File: src/rtl/rv32imc_types.sv
// Shared RV32IMC type definitions: M-extension funct3 encodings and the
// operand-signedness classification used by the multiplier datapath.
package rv32imc_types;

    // M-extension multiply funct3 encodings
    localparam logic [2:0] mulr    = 3'b000;
    localparam logic [2:0] mulhr   = 3'b001;
    localparam logic [2:0] mulhsur = 3'b010;
    localparam logic [2:0] mulhur  = 3'b011;

    // Operand signedness: SS = signed x signed, SU = signed a x unsigned b,
    // UU = unsigned x unsigned
    typedef enum logic [1:0] {
        MUL_SS = 2'd0,
        MUL_SU = 2'd1,
        MUL_UU = 2'd2
    } mul_sign_t;

    // Non-multiply encodings fall into MUL_UU; their result is discarded anyway.
    function automatic mul_sign_t mul_sign_of(input logic [2:0] funct3);
        mul_sign_t sign;
        case (funct3)
            mulr, mulhr: sign = MUL_SS;
            mulhsur:     sign = MUL_SU;
            default:     sign = MUL_UU;
        endcase
        return sign;
    endfunction

endpackage

File: src/rtl/mul_core_comb.sv
// Purely combinational WIDTH x WIDTH -> 2*WIDTH multiplier with selectable
// operand signedness.
module mul_core_comb
    import rv32imc_types::*;
#(
    parameter int unsigned WIDTH = 32
) (
    input  logic [WIDTH-1:0]   a,
    input  logic [WIDTH-1:0]   b,
    input  mul_sign_t          sign,
    output logic [2*WIDTH-1:0] product
);

    logic                      a_signed;
    logic                      b_signed;
    logic signed [WIDTH:0]     a_ext;
    logic signed [WIDTH:0]     b_ext;
    logic signed [2*WIDTH+1:0] full;

    // Extend each operand by one bit (sign or zero) so a single signed
    // multiply covers all three signedness combinations.
    always_comb begin
        a_signed = (sign != MUL_UU);
        b_signed = (sign == MUL_SS);
        a_ext    = {a_signed & a[WIDTH-1], a};
        b_ext    = {b_signed & b[WIDTH-1], b};
        full     = (2*WIDTH+2)'(a_ext) * (2*WIDTH+2)'(b_ext);
        product  = full[2*WIDTH-1:0];
    end

endmodule

File: src/rtl/mul_pipeline.sv
// Fully pipelined RV32M multiplier: one MUL/MULH/MULHSU/MULHU accepted per
// cycle, DEPTH-cycle latency, in-order results with tag, backpressure and flush.
module mul_pipeline
    import rv32imc_types::*;
#(
    parameter int unsigned WIDTH = 32,
    parameter int unsigned DEPTH = 2,
    parameter int unsigned TAG_W = 5
) (
    input  logic                       clk,
    input  logic                       rst_n,
    input  logic                       in_valid,
    output logic                       in_ready,
    input  logic [WIDTH-1:0]           in_a,
    input  logic [WIDTH-1:0]           in_b,
    input  logic [2:0]                 in_funct3,
    input  logic [TAG_W-1:0]           in_tag,
    input  logic                       flush,
    output logic                       out_valid,
    input  logic                       out_ready,
    output logic [WIDTH-1:0]           out_result,
    output logic [TAG_W-1:0]           out_tag,
    output logic [$clog2(DEPTH+1)-1:0] occupancy,
    output logic                       busy
);

    localparam int unsigned OCC_W = $clog2(DEPTH + 1);

    typedef struct packed {
        logic               v;
        logic [2*WIDTH-1:0] prod;
        logic [2:0]         f3;
        logic [TAG_W-1:0]   tag;
    } stage_t;

    logic               advance;
    logic               accept;
    logic               retire;
    logic [2*WIDTH-1:0] new_prod;
    stage_t             entry;
    stage_t             pipe_q [1:DEPTH];
    stage_t             head;
    logic [OCC_W-1:0]   occ_q;

    mul_core_comb #(
        .WIDTH (WIDTH)
    ) u_core (
        .a       (in_a),
        .b       (in_b),
        .sign    (mul_sign_of(in_funct3)),
        .product (new_prod)
    );

    // Handshake: the whole pipe freezes only while the head result is blocked
    always_comb begin
        head      = pipe_q[DEPTH];
        advance   = ~(head.v & ~out_ready);
        in_ready  = advance & ~flush;
        accept    = in_valid & in_ready;
        out_valid = head.v & ~flush;
        retire    = out_valid & out_ready;
    end

    // Assemble the record entering stage 1
    always_comb begin
        entry.v    = accept;
        entry.prod = new_prod;
        entry.f3   = in_funct3;
        entry.tag  = in_tag;
    end

    for (genvar k = 1; k <= DEPTH; k++) begin : g_stage
        stage_t prev;

        if (k == 1) begin : g_first
            // Stage 1 is fed from the product of the accepted operation
            always_comb prev = entry;
        end else begin : g_next
            // Later stages are fed from the preceding stage
            always_comb prev = pipe_q[k-1];
        end

        // Shift on advance; flush clears the valid bit even while stalled
        always_ff @(posedge clk or negedge rst_n) begin
            if (!rst_n) begin
                pipe_q[k] <= '0;
            end else begin
                if (advance) begin
                    pipe_q[k] <= prev;
                end
                if (flush) begin
                    pipe_q[k].v <= 1'b0;
                end
            end
        end
    end

    // Select the product half requested by the head operation
    always_comb begin
        out_tag = head.tag;
        if (head.f3[2]) begin
            out_result = '0;
        end else if (head.f3 == mulr) begin
            out_result = head.prod[WIDTH-1:0];
        end else begin
            out_result = head.prod[2*WIDTH-1:WIDTH];
        end
    end

    // Track the number of valid stages
    always_ff @(posedge clk or negedge rst_n) begin
        if (!rst_n) begin
            occ_q <= '0;
        end else if (flush) begin
            occ_q <= '0;
        end else begin
            case ({accept, retire})
                2'b10:   occ_q <= occ_q + OCC_W'(1);
                2'b01:   occ_q <= occ_q - OCC_W'(1);
                default: occ_q <= occ_q;
            endcase
        end
    end

    always_comb begin
        occupancy = occ_q;
        busy      = (occ_q != '0);
    end

endmodule

File: config.mk
export PLATFORM = sky130hd
export DESIGN_NAME = mul_pipeline
export DESIGN_NICKNAME = d
export VERILOG_FILES = /design/src/rtl/rv32imc_types.sv /design/src/rtl/mul_core_comb.sv /design/src/rtl/mul_pipeline.sv
export SDC_FILE = /design/constraint.sdc
export NUM_CORES = 2
export LEC_CHECK = 0
export CAP_MARGIN = 15
export CORE_MARGIN = 4
export CORE_UTILIZATION = 30
export CTS_BUF_LIST = sky130_fd_sc_hd__clkbuf_4
export DETAILED_ROUTE_END_ITERATION = 16
export HOLD_SLACK_MARGIN = 0.05
export SYNTH_ARGS = -nofsm -noshare
export SYNTH_HDL_FRONTEND = slang
export SYNTH_SLANG_ARGS = --single-unit
File: constraint.sdc
create_clock -name clk -period 4.9 [get_ports clk]
set_input_delay 1.47 -clock clk [delete_from_list [all_inputs] [get_ports clk]]
set_output_delay 1.47 -clock clk [all_outputs]
set_load 0.02 [all_outputs]
* Yosys cells after proc, flatten, opt, wreduce, memory -nomap -nowiden
Cells that the tools add are included.
** Operators by class
- Reduce and logical (&&, ||, !) cells :: 6
- Add/subtract/negate cells :: 2
- Bitwise logic cells :: 10
- Equal/unequal tests :: 6
- Multiplexer cells :: 9
- $mul :: 1
** Operator list (number)
- $mux W73 :: 2
- $mul A33 B33 Y64 :: 1
- $mux W32 :: 2
- $pmux W2 S2 :: 2
- $and A1 B1 Y1 :: 7
- $logic_not A3 Y1 :: 2
- $ne A2 B2 Y1 const B :: 2
- $eq A3 B1 Y1 const B :: 1
- $eq A3 B2 Y1 const B :: 1
- $not A1 Y1 :: 3
- $reduce_bool A3 Y1 :: 1
- $add A2 B1 Y2 const B :: 1
- $eq A2 B1 Y1 const B :: 1
- $eq A2 B2 Y1 const B :: 1
- $logic_not A2 Y1 :: 1
- $mux W1 :: 2
- $mux W2 :: 1
- $reduce_bool A2 Y1 :: 1
- $reduce_or A2 Y1 :: 1
- $sub A2 B1 Y2 const B :: 1
** Storage, ports and cells
- Register bits :: 148
- Input bits :: 77
- Output and inout port bits :: 42
- Logic and storage cells :: 43

* Depth between registers and ports, before layout
- Depth after elaboration :: 8
- Depth in mapped cells :: 30
- Depth with buffers taken out :: 28

* Modules after synthesis
A second synthesis with hierarchy kept.
** Second synthesis, totals
- Cells, all modules :: 4977
- Area total of the unflattened synthesis :: 44176.1 um^2
** Modules (own cells, without submodules)
- mul_core_comb :: seq. area each 0.0 um^2, cells an instance 4230, area each 37923.9 um^2, instances 1
- mul_pipeline :: seq. area each 3703.6 um^2, cells an instance 747, area each 6252.2 um^2, instances 1

* Worst setup path after synthesis
Ideal clock, no wire load.
- Path kind :: input -> register
- From :: input in_a[31]
- To :: register pipe_q (netlist bit g_stage[2].prev[62])
- Arrival time :: 8809 ps
- Path buffers :: 2
- Library setup time :: 101 ps
- Stages on the path :: 28
- Data required time :: 4799 ps
- Slack :: -4010 ps
- Path through :: inv_1 -> a211oi_1 -> clkbuf_1 -> nand2_1 -> inv_1 -> fa_1 -> fa_1 -> fa_1 -> inv_1 -> fa_1 -> inv_1 -> fa_1 -> inv_1 -> fa_1 -> fa_1 -> fa_1 -> inv_1 -> ha_1 -> buf_4 -> a21o_1 -> a21o_1 -> a21o_1 -> a2111oi_2 -> nor2_1 -> nor2_4 -> o31ai_4 -> a2111o_1 -> o311ai_2
** Between the ends
- Longest elaborated chain between the ends :: 2
** RTL lines
- start: declaration :: line mul_pipeline.sv:14 : input logic [WIDTH-1:0] in_a,
- $and A1 B1 Y1 :: line mul_core_comb.sv:25 : a_ext = {a_signed & a[WIDTH-1], a};
- $mul A33 B33 Y64 (*) :: line mul_core_comb.sv:27 : full = (2*WIDTH+2)'(a_ext) * (2*WIDTH+2)'(b_ext);
- end signal: indexed assignment :: line mul_pipeline.sv:89 : pipe_q[k] <= prev;
- end: declaration :: line mul_pipeline.sv:41 : stage_t pipe_q [1:DEPTH];
Every way passes the cells marked *; elsewhere a longest branch is shown, timed or not.
A chain may end at the register's enable or synchronous reset.

* Worst setup path after layout
- From :: input in_funct3[1]
- To :: register pipe_q (netlist bit g_stage[2].prev[58])
** Between the ends
- Longest elaborated chain between the ends :: 6
- Elaborated cells on any way between the ends :: 10
- Those cells by class :: mul (1); eq/ne (3); mux (1); bitwise (2); reduce/logical (3)
** RTL lines
- start: declaration :: line mul_pipeline.sv:16 : input logic [2:0] in_funct3,
- $eq A3 B1 Y1 or $logic_not A3 Y1 (tied branches) :: line rv32imc_types.sv:22 : case (funct3)
- $reduce_or A2 Y1 :: line rv32imc_types.sv:22
- $pmux W2 S2 (*) :: line rv32imc_types.sv:22
- $ne A2 B2 Y1 or $logic_not A2 Y1 (tied branches) :: line mul_core_comb.sv:23, mul_core_comb.sv:24
- $and A1 B1 Y1 (on tied branches) :: line mul_core_comb.sv:25, mul_core_comb.sv:26
- $mul A33 B33 Y64 (*) :: line mul_core_comb.sv:27
Marked as above.

==> summary.txt <==
crit-path max FO: 6
Final Cycle Share: 171.5%
clk buf depth: 2
initial antenna violation count: 3
post-synthesis cell count: 4,875
Crit-path slowest cell: fa_2
Critical Path Sink: g_stage[2].prev[58]
most frequent cell after synthesis: fa_1
measured slew at the worst slew-check pin: 0.9479 ns
Synth Area per Inst: 8.999 um^2
clk_skew: 0.04239 ns
Iteration-0 DRC Markers: 2,516
R2R Setup Slk: 2.07 ns
# clock sinks: 148
synth cell count leaders: fa_1, nand2_1, inv_1, and2_1, clkbuf_1
Seq/Total Area, Yosys: 8.442%
area of the core: 145,600 um^2
R2R Path Start: head[72]
relative slew slack: 36.81%
Initial Util: 30.14%
gpl congestion: 0.9120
Worst Hold Class: flip-flop to flip-flop
first-pass GRT wire length: 226,000 um
synthesized flop and latch total: 148
layout cells sized above 1: 21.72%
CTS tree: done
CP top delay family: adder cells
largest net degree at the start of global routing: 92
Root Buffer: clkbuf_4
failing checks: negative setup slack
hold_buf cts: 0
worst skew pair latency: 0.58 ns
Sequential Area: 3704 um^2
H-tree depth: 4
share of the synthesized area in the top cell type: 51.34%
chip height: 390.4 um
Layout Nets: 6,885
vias in the first global route: 37,010
Buf+Inv Stages, Crit Path: 7
Die Wd: 390.4 um
Rows: 140
number of fillers in the final layout: 14,280
clock-pin slew on the worst setup and hold paths: 0.16 ns
WL final: 151,400 um
max incr delay on CP: 0.62 ns
Setup CP Type: input port to flip-flop
Boundary Pins: 119
FF-to-FF End: g_stage[2].prev[66]
DP HPWL: 110,900 um
Synth Flop Type: dfrtp_1
run status: complete, but fails checks
most area-consuming cells after synthesis: fa_1, nand2_1, inv_1, dfrtp_1, ha_1
RSZ-0062 raised after global routing: yes
Synthesis Warnings: 0
total grt overflow: 0
critical path depth: 27
final setup TNS: -153.98 ns
fin worst setup slack: -3.504 ns
area added between synthesis and finish: 29.66%
Pre-antenna DRT Iters: 8
Yosys cell types: 73
syn_nets: 6,289
type of origin of the critical path: input port
Highest Clock Rate: 0.1190 GHz
port bufs: 118
Post-synth EDFFs: 0
total CTS buffers: 17
count of pins over their slew limit: 0
max_cap viols: 0
drt via density: 4.720
crit path capture type: flip-flop
remaining antenna violation count: 0
final hold violations: 0
Avg WL per Cell: 20.45 um
Data arrival, critical path: 8.84 ns
Synth area leader: fa_1
final setup fails: 58
area of the multi-input gates: 37,000 um^2
die area: 152,400 um^2
Synth Cell Area: 43,870 um^2
Critical Path RT: 5.34 ns
via count: 34,940
GRT Total Usage: 19.55%
asr flop ratio synth: 100.0%
reg2reg path depth: 7
Worst Setup SP: in_funct3[1]
most used cell, CP: fa_1
Post-route DRC: 0
minimum clock period: 8.404 ns
-- worst reg2reg max path: stages (launching register included) --
cell and delay (ns):
dfrtp_1 0.45, inv_1 0.12, nor2_4 0.12, buf_4 0.53, buf_4 0.93, nor3_1 0.13, a221oi_1 0.30, o211ai_1 0.15
-- final cells by class --
| class | instances | share of cell area [%] |
|---|---|---|
| Multi-Input combinational cell | 3345 | 65.05 |
| Timing Repair Buffer | 848 | 16.31 |
| Inverter | 1111 | 7.389 |
| Sequential cell | 148 | 6.511 |
| Tap cell | 1917 | 4.217 |
| Clock inverter | 15 | 0.2926 |
| Clock buffer | 17 | 0.2244 |
| Antenna cell | 2 | 0.008799 |
-- routing by layer --
metal  vias to the layer above  global-route usage [%]  wire length (um)
li1                      15210                       -                 -
met1                     18160                   26.16             61630
met2                      1329                   31.51             68850
met3                       245                   4.855             13940
met4                         0                   5.535              6942
met5                         -                       0                 0
-- cell usage in the layout (no fill, tap or decap), types with 15 or more instances in the layout --
cell                n
ha_4               54
a21o_1             35
inv_1            1061
o21ai_1            18
nor2_1             86
dfrtp_1           148
xnor2_1            30
fa_1             1078
buf_6              82
inv_2              39
a21oi_1            97
nand2_1          1091
buf_12            119
bufbuf_16          24
nand4_1            16
and2_1            300
clkbuf_2           15
a21oi_2            24
fa_2               47
buf_4             499
and2_4             35
ha_1              155
clkbuf_4           22
nand2_2            17
clkdlybuf4s50_1    54
-- how the worst min path moves through the flow --
| stage | startpoint | end | slack [ns] | cells after the start |
|---|---|---|---|---|
| floorplan | g_stage[2].prev[71] | head[71] | 0.44 | 2 |
| global placement | head[19] | head[19] | 0.45 | 2 |
| global route | g_stage[2].prev[24] | head[24] | 0.49 | 2 |
| detailed placement | head[16] | head[16] | 0.45 | 2 |
| CTS | g_stage[2].prev[24] | head[24] | 0.47 | 2 |
| finish | g_stage[2].prev[24] | head[24] | 0.47 | 2 |
-- cells by family after synthesis --
family / share of synthesized area (%)
mux: 0.02282
simple gates: 16.68
fa+ha+maj: 57.38
flops: 8.442
buf+inv: 11.95
xor+xnor: 1.358
compound gates: 4.161
-- through the flow --
| stage | hold slack (ns) | worst slack [ns] | instance area, um^2 | util, % | std cells |
|---|---|---|---|---|---|
| 5_1_grt | 0.4927 | -3.591 | 56880 | 39.07 | 7402 |
| 2_1_floorplan | 0.4382 | -3.713 | 44930 | - | 4875 |
| 3_3_place_gp | 0.4484 | -4.532 | 52210 | 35.87 | 7188 |
| 6_report | 0.4657 | -3.504 | 56880 | 39.08 | 7403 |
| 3_5_place_dp | 0.4549 | -4.631 | 52210 | 35.87 | 7188 |
| 4_1_cts | 0.4655 | -3.455 | 54900 | 37.71 | 7327 |
-- registers in the layout, indices dropped and copies added (netlist names) --
register,flops
g_stage.prev,73
out_tag,5
head,68
occupancy,2
-- what timing repair did --
item / CTS / global route
cloned: 32 / 8
pin swaps: 169 / 194
setup buffers: 77 / 76
endpoints found under the hold margin: 0 / 0
resized for setup: 343 / 381
endpoints found under the setup margin: 59 / 58
Power is left out: the tool's default activity adds up to more than one toggle a clock period on the data nets, which glitch-free logic cannot reach.
